--- src/rtl/uart_tx_queue.sv ---
// Two-source byte queue and single driver of the uart_tx start/data pair.
// Define UART_TXQ_NEWLINE_EN to follow every queued byte with 8'h0A.
module uart_tx_queue #(
   parameter int DEPTH     = 8,
   parameter int BUSY_WAIT = 4
) (
   input  logic                     clock,
   input  logic                     reset,
   input  logic                     evt_valid,
   input  logic [7:0]               evt_data,
   input  logic                     pos_valid,
   input  logic [7:0]               pos_data,
   input  logic                     flush,
   input  logic                     tx_busy,
   output logic                     tx_start,
   output logic [7:0]               tx_data,
   output logic [$clog2(DEPTH):0]   fifo_count,
   output logic                     full,
   output logic                     empty,
   output logic                     overflow
);

   localparam int AW = $clog2(DEPTH);
   localparam int CW = AW + 1;
   localparam int FW = CW + 1;
   localparam int WW = $clog2(BUSY_WAIT + 1);

`ifdef UART_TXQ_NEWLINE_EN
   typedef enum logic [1:0] {IDLE, WAIT_HI, WAIT_LO, NL_SEND} state_t;
`else
   typedef enum logic [1:0] {IDLE, WAIT_HI, WAIT_LO} state_t;
`endif

   state_t state, state_d;

   logic [7:0]    mem [DEPTH];
   logic [AW-1:0] wr_ptr, rd_ptr;
   logic [FW-1:0] free;
   logic [1:0]    n_push;
   logic          pop, evt_acc, pos_acc, drop;
   logic [WW-1:0] wcnt, wcnt_d;
   logic          start_d, ld_head, done;
`ifdef UART_TXQ_NEWLINE_EN
   logic          ld_nl, nl_phase;
`endif

   assign full  = (fifo_count == CW'(DEPTH));
   assign empty = (fifo_count == '0);
   assign pop   = (state == IDLE) && !empty && !tx_busy;

   // A same-cycle pop frees a slot for the push
   always_comb begin
      free    = FW'(DEPTH) - {1'b0, fifo_count} + FW'(pop);
      evt_acc = evt_valid && (free >= FW'(1));
      pos_acc = pos_valid &&
                (free >= (evt_valid ? FW'(2) : FW'(1)));
      drop    = (evt_valid && !evt_acc) ||
                (pos_valid && !pos_acc);
      n_push  = {1'b0, evt_acc} + {1'b0, pos_acc};
   end

   always_ff @(posedge clock) begin
      if (!flush) begin
         if (evt_acc) mem[wr_ptr] <= evt_data;
         if (pos_acc) mem[wr_ptr + AW'(evt_acc)] <= pos_data;
      end
   end

   always_ff @(posedge clock or negedge reset) begin
      if (!reset) begin
         wr_ptr     <= '0;
         rd_ptr     <= '0;
         fifo_count <= '0;
         overflow   <= 1'b0;
      end else if (flush) begin
         wr_ptr     <= '0;
         rd_ptr     <= '0;
         fifo_count <= '0;
         overflow   <= 1'b0;
      end else begin
         wr_ptr     <= wr_ptr + AW'(n_push);
         if (pop) rd_ptr <= rd_ptr + AW'(1);
         fifo_count <= fifo_count + CW'(n_push) - CW'(pop);
         if (drop) overflow <= 1'b1;
      end
   end

   always_comb begin
      state_d = state;
      wcnt_d  = wcnt;
      start_d = 1'b0;
      ld_head = 1'b0;
      done    = 1'b0;
`ifdef UART_TXQ_NEWLINE_EN
      ld_nl   = 1'b0;
`endif
      case (state)
         IDLE: begin
            if (pop) begin
               start_d = 1'b1;
               ld_head = 1'b1;
               wcnt_d  = '0;
               state_d = WAIT_HI;
            end
         end
         WAIT_HI: begin
            if (tx_busy) state_d = WAIT_LO;
            else if (wcnt == WW'(BUSY_WAIT)) done = 1'b1;
            else wcnt_d = wcnt + WW'(1);
         end
         WAIT_LO: begin
            if (!tx_busy) done = 1'b1;
         end
`ifdef UART_TXQ_NEWLINE_EN
         NL_SEND: begin
            if (!tx_busy) begin
               start_d = 1'b1;
               ld_nl   = 1'b1;
               wcnt_d  = '0;
               state_d = WAIT_HI;
            end
         end
`endif
         default: state_d = IDLE;
      endcase
      if (done) begin
`ifdef UART_TXQ_NEWLINE_EN
         state_d = nl_phase ? IDLE : NL_SEND;
`else
         state_d = IDLE;
`endif
      end
   end

   always_ff @(posedge clock or negedge reset) begin
      if (!reset) begin
         state    <= IDLE;
         wcnt     <= '0;
         tx_start <= 1'b0;
         tx_data  <= 8'h00;
      end else begin
         state    <= state_d;
         wcnt     <= wcnt_d;
         tx_start <= start_d;
         if (ld_head) tx_data <= mem[rd_ptr];
`ifdef UART_TXQ_NEWLINE_EN
         else if (ld_nl) tx_data <= 8'h0A;
`endif
      end
   end

`ifdef UART_TXQ_NEWLINE_EN
   // Marks that the transfer in flight is the trailing newline
   always_ff @(posedge clock or negedge reset) begin
      if (!reset) nl_phase <= 1'b0;
      else if (ld_nl) nl_phase <= 1'b1;
      else if (done) nl_phase <= 1'b0;
   end
`endif

endmodule

--- config.mk ---
export PLATFORM = sky130hd
export DESIGN_NAME = uart_tx_queue
export DESIGN_NICKNAME = d
export VERILOG_FILES = /design/src/rtl/uart_tx_queue.sv
export SDC_FILE = /design/constraint.sdc
export NUM_CORES = 1
export LEC_CHECK = 0
export ABC_AREA = 1
export ABC_CLOCK_PERIOD_IN_PS = 10400
export CORE_ASPECT_RATIO = 0.7
export CORE_UTILIZATION = 46
export DETAILED_ROUTE_END_ITERATION = 10
export MAX_ROUTING_LAYER = met4
export PLACE_DENSITY = 0.62
export SYNTH_ARGS = -nofsm -noshare
export SYNTH_HDL_FRONTEND = slang
export SYNTH_SLANG_ARGS = --single-unit
--- constraint.sdc ---
create_clock -name clock -period 10.4 [get_ports clock]
set_input_delay 2.08 -clock clock [delete_from_list [all_inputs] [get_ports clock]]
set_output_delay 2.08 -clock clock [all_outputs]
set_load 0.03 [all_outputs]
Word-level counts from Yosys, hierarchy flattened. Memories as Yosys holds them, arrays and structs flattened. A register that Yosys moved wholly into a read port is not among the register bits. Cells that the tools add are included.

Input bits: 22. Word-level logic and storage cells: 75. Bits in writable memories: 64. Memories kept: 1. Register bits after elaboration: 17. Output and inout bits: 16.

Reductions and logical operators: 19. $lt $le $gt $ge: 2. Muxes and demuxes: 27. Add/sub/neg operators: 9. Equal/unequal tests: 10.

Memories: mem (depth 8, bits a word 8, read ports 1, clocked after Yosys merged registers in 1, write ports 2, line 36) `logic [7:0] mem [DEPTH];`.

Operator list (number): $mux 3 (6); $mux 1 (13); $mux 2 (4); $ne 2x2->1 const B (4); $add 3x1->3 const B (2); $logic_and 1x1->1 (6); $ne 3x3->1 const B (2); $pmux 2 s3 (1); $pmux 3 s2 (1); $reduce_bool 2->1 (3); $add 5x1->5 (1); $ge 5x1->1 const B (1); $ge 5x2->1 (1); $logic_not 1->1 (5); $sub 4x4->5 const A (1); $add 4x2->4 (1); $eq 4x4->1 const B (1); $logic_not 4->1 (1); $mux 4 (1); $reduce_and 4->1 (1); $sub 4x1->4 (1); $add 3x1->3 (1); $add 3x2->3 (1); $eq 3x3->1 const B (1); 7 further kinds (7).

Logic depth before layout (Yosys ltp).
Word-level depth: 12. Gate-level depth with buffers: 23. Depth with buffers taken out: 21.

Worst setup path before layout. Ideal clock, no wire load.

Kind: input port to flip-flop. Start point: input tx_busy. End point: register fifo_count[2]. Stages on the path: 19. Data required time: 10.280 ns. Slack: 5.002 ns. Arrival: 5.278 ns. Library setup time: 0.120 ns. Path buffers: 2. Cells stage by stage: inv_1 > nand3_2 > clkbuf_1 > ha_1 > inv_1 > ha_1 > ha_1 > a21boi_1 > nor2_2 > a21oi_2 > buf_2 > ha_1 > inv_1 > ha_1 > inv_1 > ha_1 > fa_1 > xnor2_1 > nor2_1.

Word-level cells in the longest chain between the ends: 9. Elaborated cells on any way between the ends: 11. Those cells by class: 4 x add/sub; 2 x order compare; 1 x mux; 4 x reduce/logical.

RTL lines: from (decl) (line 14) `input logic tx_busy,`; $logic_not 1->1 (*); $logic_and 1x1->1 (*) (line 49) `assign pop = (state == IDLE) && !empty && !tx_busy;`; $add 5x1->5 (line 53) `free = FW'(DEPTH) - {1'b0, fifo_count} + FW'(pop);`; $ge 5x1->1 / $ge 5x2->1 (equally long branches) (line 54, 56); $logic_and 1x1->1, on equally long branches (line 54, 55); $add 1x1->2 (line 59) `n_push = {1'b0, evt_acc} + {1'b0, pos_acc};`; $add 4x2->4 (line 83) `fifo_count <= fifo_count + CW'(n_push) - CW'(pop);`; $sub 4x1->4 (*) (line 83); $mux 4 (*) (line 75) `end else if (flush) begin`; to (signal assigned) (line 83); to (decl) (line 17) `output logic [$clog2(DEPTH):0] fifo_count,`.

Mark *: on every way between the ends. The rest lies on a longest branch, timed or not. A chain may end at the register's enable or synchronous reset.

==> results_tabular.tex <==
\begin{tabular}{lr}
\hline
Metric & Value \\
\hline
\multicolumn{2}{l}{\textbf{Timing}} \\
Setup repair after global routing missed its margin & false \\
Min Tclk post-route & 5.90 ns \\
Final-layout setup total negative slack & 0 ns \\
Achievable Freq & 0.169 GHz \\
Final hold violation count & 0 \\
Final worst clock skew & 0.00971 ns \\
Part of the cycle the worst path needs & 0.567 \\
Count of endpoints failing setup in the final report & 0 \\
Tightest Pin Transition & 0.985 ns \\
Headroom to the max-slew limit & 0.337 \\
Slew Viols, Final & 0 \\
\multicolumn{2}{l}{\textbf{Setup path}} \\
Levels on crit path & 16 \\
RR Startpoint & fifo\_count[2] \\
Gate family responsible for the most delay along the worst path & adder cells \\
Worst setup path endpoint & mem[3][7] \\
Crit path kind & in -> reg \\
Worst path buffer plus inverter count & 5 \\
Type of element capturing the critical path & flop \\
Critical path's slowest cell & ha\_1 \\
Critical path cell sequence & clkdlybuf4s50\_1, inv\_1, nand3\_2, ha\_1, inv\_1, ha\_1, inv\_1, nand2\_1, nand2\_1, nor2\_1, a31oi\_1, ha\_1, inv\_2, nor2\_8, nand4\_4, o21ai\_1 \\
Arrival time of data at the critical path endpoint & 5.88 ns \\
Worst R2R Path Depth & 17 \\
Reg2Reg Capture Point & mem[3][7] \\
Origin of the worst setup path & tx\_busy \\
Largest fanout of any net on the critical path & 17 \\
Delay of the slowest cell on the worst path & between 0.6 and 0.7 ns \\
Worst reg-to-reg setup slack & 5.96 ns \\
Kind of start point of the critical path & input port \\
Required time reported for the critical path endpoint & 10.38 ns \\
\multicolumn{2}{l}{\textbf{Global route}} \\
Number of antenna violations at the first check in global routing & 0 \\
Total routing resource utilization after global routing & 0.262 \\
Wire length of the first global-routing pass & $\sim$23000 microns \\
Number of global-route vias before repair & 4179 \\
Overall overflow remaining after global route & 0 \\
Maximum number of pins on one net before global-route repair & 78 \\
\multicolumn{2}{l}{\textbf{Route}} \\
Detailed Routing Iterations Pass 1 & 6 \\
Wirelength per Cell & about 19 microns \\
Final wirelength & 14700 microns \\
Vias per cell & 5.71 \\
Detailed Route Iter0 Violations & 396 \\
Post-route DRC violation count & 0 \\
Post-route antenna net violation count & 0 \\
Via Count & around 4.5k \\
\multicolumn{2}{l}{\textbf{Power}} \\
Part of the total power dissipated in the clock network & 0.201 \\
Fraction of power spent switching nets & 0.443 \\
Power per unit of standard cell area & 257 mW/mm\^{}2 \\
Total leakage power & around 2.6 nW \\
Power share of the sequential group & 0.317 \\
Switching component of the power & 705 uW \\
Share of power burned in combinational logic & 0.482 \\
Cell-internal power & around 900 uW \\
Largest voltage drop on the vdd net & 0.000139 V \\
\multicolumn{2}{l}{\textbf{Synth}} \\
Number of unique standard cell types used by synthesis & 38 \\
Largest cells by area after synthesis & edfxtp\_1 35\%, dfrtp\_1 11\%, nand2\_1 11\% \\
Number of flops mapped to enable cells by yosys & 64 \\
Synth Instances & 620 \\
Mean cell area of the mapped netlist & 8.88 sq um \\
Cell taking the most area after synthesis & edfxtp\_1 \\
Primary FF master, synth & edfxtp\_1 \\
Proportion of netlist area held by the largest area contributor & 0.349 \\
List of most frequent post-synthesis cells & 162 x nand2\_1, 66 x nand4\_1, 64 x edfxtp\_1, 60 x nor2\_1, 54 x o21ai\_0 \\
Mapped cell area & $\sim$0.0055 sq mm \\
Most common cell in the netlist & nand2\_1 \\
Fraction of the yosys area taken by sequential cells & 0.463 \\
Register bit count reported by yosys & slightly below 90 \\
Post-synthesis net count & 666 \\
Yosys warning total & 0 \\
Ys async rst share & 0.281 \\
\multicolumn{2}{l}{\textbf{Final layout}} \\
Post-layout instance area & 0.00620 sq mm \\
NumNets Final & 678 \\
Antenna cell count & 0 \\
Layout cell share with drive strength beyond 1 & 0.0942 \\
Layout overhead on the synthesized area & 12.7\% \\
\multicolumn{2}{l}{\textbf{Job}} \\
Max capacitance violation total & 0 \\
\multicolumn{2}{l}{\textbf{Floorplanning}} \\
Area enclosed by the die boundary & 0.0124 sq mm \\
X dimension of the die & 133 microns \\
Starting density of the core & 0.471 \\
I/O pin count & 38 \\
Floorplan core area & around 0.012 sq mm \\
Number of placement rows & 33 \\
Height of the die & 93.5 microns \\
\multicolumn{2}{l}{\textbf{Clocking}} \\
Cts bufs inserted & 9 \\
Hold-fix buffer count after cts & 0 \\
Post-CTS resize count & 0 \\
CTS H-tree depth & 3 \\
Clock tree from TritonCTS & built \\
Worst-path clk slew & 0.07 ns \\
Worst-Skew Late Latency & 0.35 ns \\
CTS Root Cell & clkbuf\_16 \\
Post CTS Setup Buffer Count & 0 \\
CTS sink cnt & 89 \\
Maximum buffer depth of the clock tree & 2 \\
\multicolumn{2}{l}{\textbf{Worst hold path}} \\
Kind of path behind the tightest hold check & reg -> reg \\
\multicolumn{2}{l}{\textbf{Place}} \\
Placed instance area & around 0.006 sq mm \\
Final GP Congestion & 0.919 \\
Number of I/O port buffers & 37 \\
DP HPWL & 10400 microns \\
\multicolumn{2}{l}{\textbf{Status}} \\
Outcome & completed \\
\hline
\end{tabular}
## per-layer routing
| metal | vias up | global-route usage | wire length (microns) |
|---|---|---|---|
| met5 | - | - | 0 |
| met4 | 0 | 0.0738 | 204 |
| met3 | 21 | 0.0537 | 1230 |
| met2 | 199 | 0.368 | 6310 |
| met1 | 2137 | 0.381 | 6960 |
| li1 | 2175 | - | - |
## worst reg2reg max path, stage by stage (launching register included)
cell and delay [ns]:
dfrtp_1 0.41, inv_2 0.09, ha_1 0.20, nand2_1 0.11, nand3_2 0.31, ha_1 0.32
inv_1 0.09, ha_1 0.20, inv_1 0.06, nand2_1 0.08, nand2_1 0.06, nor2_1 0.18
a31oi_1 0.17, ha_1 0.67, inv_2 0.26, nor2_8 0.24, nand4_4 0.18, o21ai_1 0.47
## through the flow
| stage | utilization | std cells | total power [mW] | setup WS (ns) | hold WS, ns |
|---|---|---|---|---|---|
| final | 0.531 | 794 | 1.59 | 4.50 | 0.485 |
| after global routing | 0.531 | 794 | 1.70 | 4.13 | 0.521 |
| after CTS | 0.531 | 794 | 1.60 | 4.54 | 0.490 |
| after detailed placement | 0.505 | 778 | 1.28 | 4.19 | 0.472 |
| after global placement | 0.505 | 778 | 1.26 | 4.35 | 0.472 |
| after floorplan | - | 620 | 1.07 | 5.00 | 0.537 |
## area by class of cell
| class | instances | area [sq um] |
|---|---|---|
| fillers | 1073 | 5490 |
| multi-input cells | 445 | 2560 |
| flip-flops and latches | 89 | 2550 |
| repair buffers | 48 | 453 |
| clock buffers | 10 | 250 |
| well taps | 157 | 196 |
| inverters | 39 | 146 |
| clock inverters | 6 | 46.3 |
## registers in the layout (all words and copies together), names as in the netlist
signal,flops
tx_data,8
wcnt,3
tx_start,1
rd_ptr,3
mem,64
state,2
fifo_count,4
overflow,1
wr_ptr,3
## power by group through the flow
stage	logic [mW]	clock network, mW	registers (mW)
floorplan	0.524	0	0.550
global placement	0.749	0	0.510
detailed placement	0.767	0	0.512
CTS	0.769	0.323	0.505
global route	0.849	0.339	0.512
finish	0.769	0.320	0.505
## cell usage in the layout, fill, tap and decap left out, drive strengths merged
master | Yosys | layout
nand4 | 74 | 74
ha | 22 | 22
nand3 | 20 | 20
clkbuf | 28 | 10
fa | 2 | 2
o211ai | 17 | 17
nand3b | 1 | 1
clkinv | 1 | 3
nor3b | 1 | 1
edfxtp | 64 | 64
clkdlybuf4s50 | 0 | 37
o21ai | 56 | 56
nor2 | 69 | 69
nand2 | 169 | 169
or2 | 2 | 2
a21boi | 2 | 2
inv | 38 | 42
a31oi | 1 | 1
xor2 | 1 | 1
dfrtp | 25 | 25
xnor2 | 1 | 1
buf | 19 | 11
a21oi | 7 | 7
## how the worst min path moves through the flow
| stage | slack [ns] | from | end | depth (start not counted) |
|---|---|---|---|---|
| after detailed placement | 0.47 | tx_data[4] | tx_data[4] | 2 |
| after floorplan | 0.54 | wcnt[1] | wcnt[1] | 2 |
| after global routing | 0.52 | tx_data[7] | tx_data[7] | 2 |
| final | 0.48 | tx_data[4] | tx_data[4] | 2 |
| after CTS | 0.49 | tx_data[4] | tx_data[4] | 2 |
| after global placement | 0.47 | tx_data[6] | tx_data[6] | 2 |
## logic make-up (layout without fill, tap and decap cells)
| family | Yosys count | count (layout) | synth area share |
|---|---|---|---|
| flip-flops | 89 | 89 | 0.463 |
| adder cells (fa/ha/maj) | 24 | 24 | 0.0573 |
| buffers and inverters | 86 | 103 | 0.0732 |
| XOR/XNOR | 2 | 2 | 0.00318 |
| AND/OR/NAND/NOR | 336 | 336 | 0.318 |
| AO/OA/AOI/OAI | 83 | 83 | 0.0850 |
No activity file was read; power rests on OpenSTA's default activity.
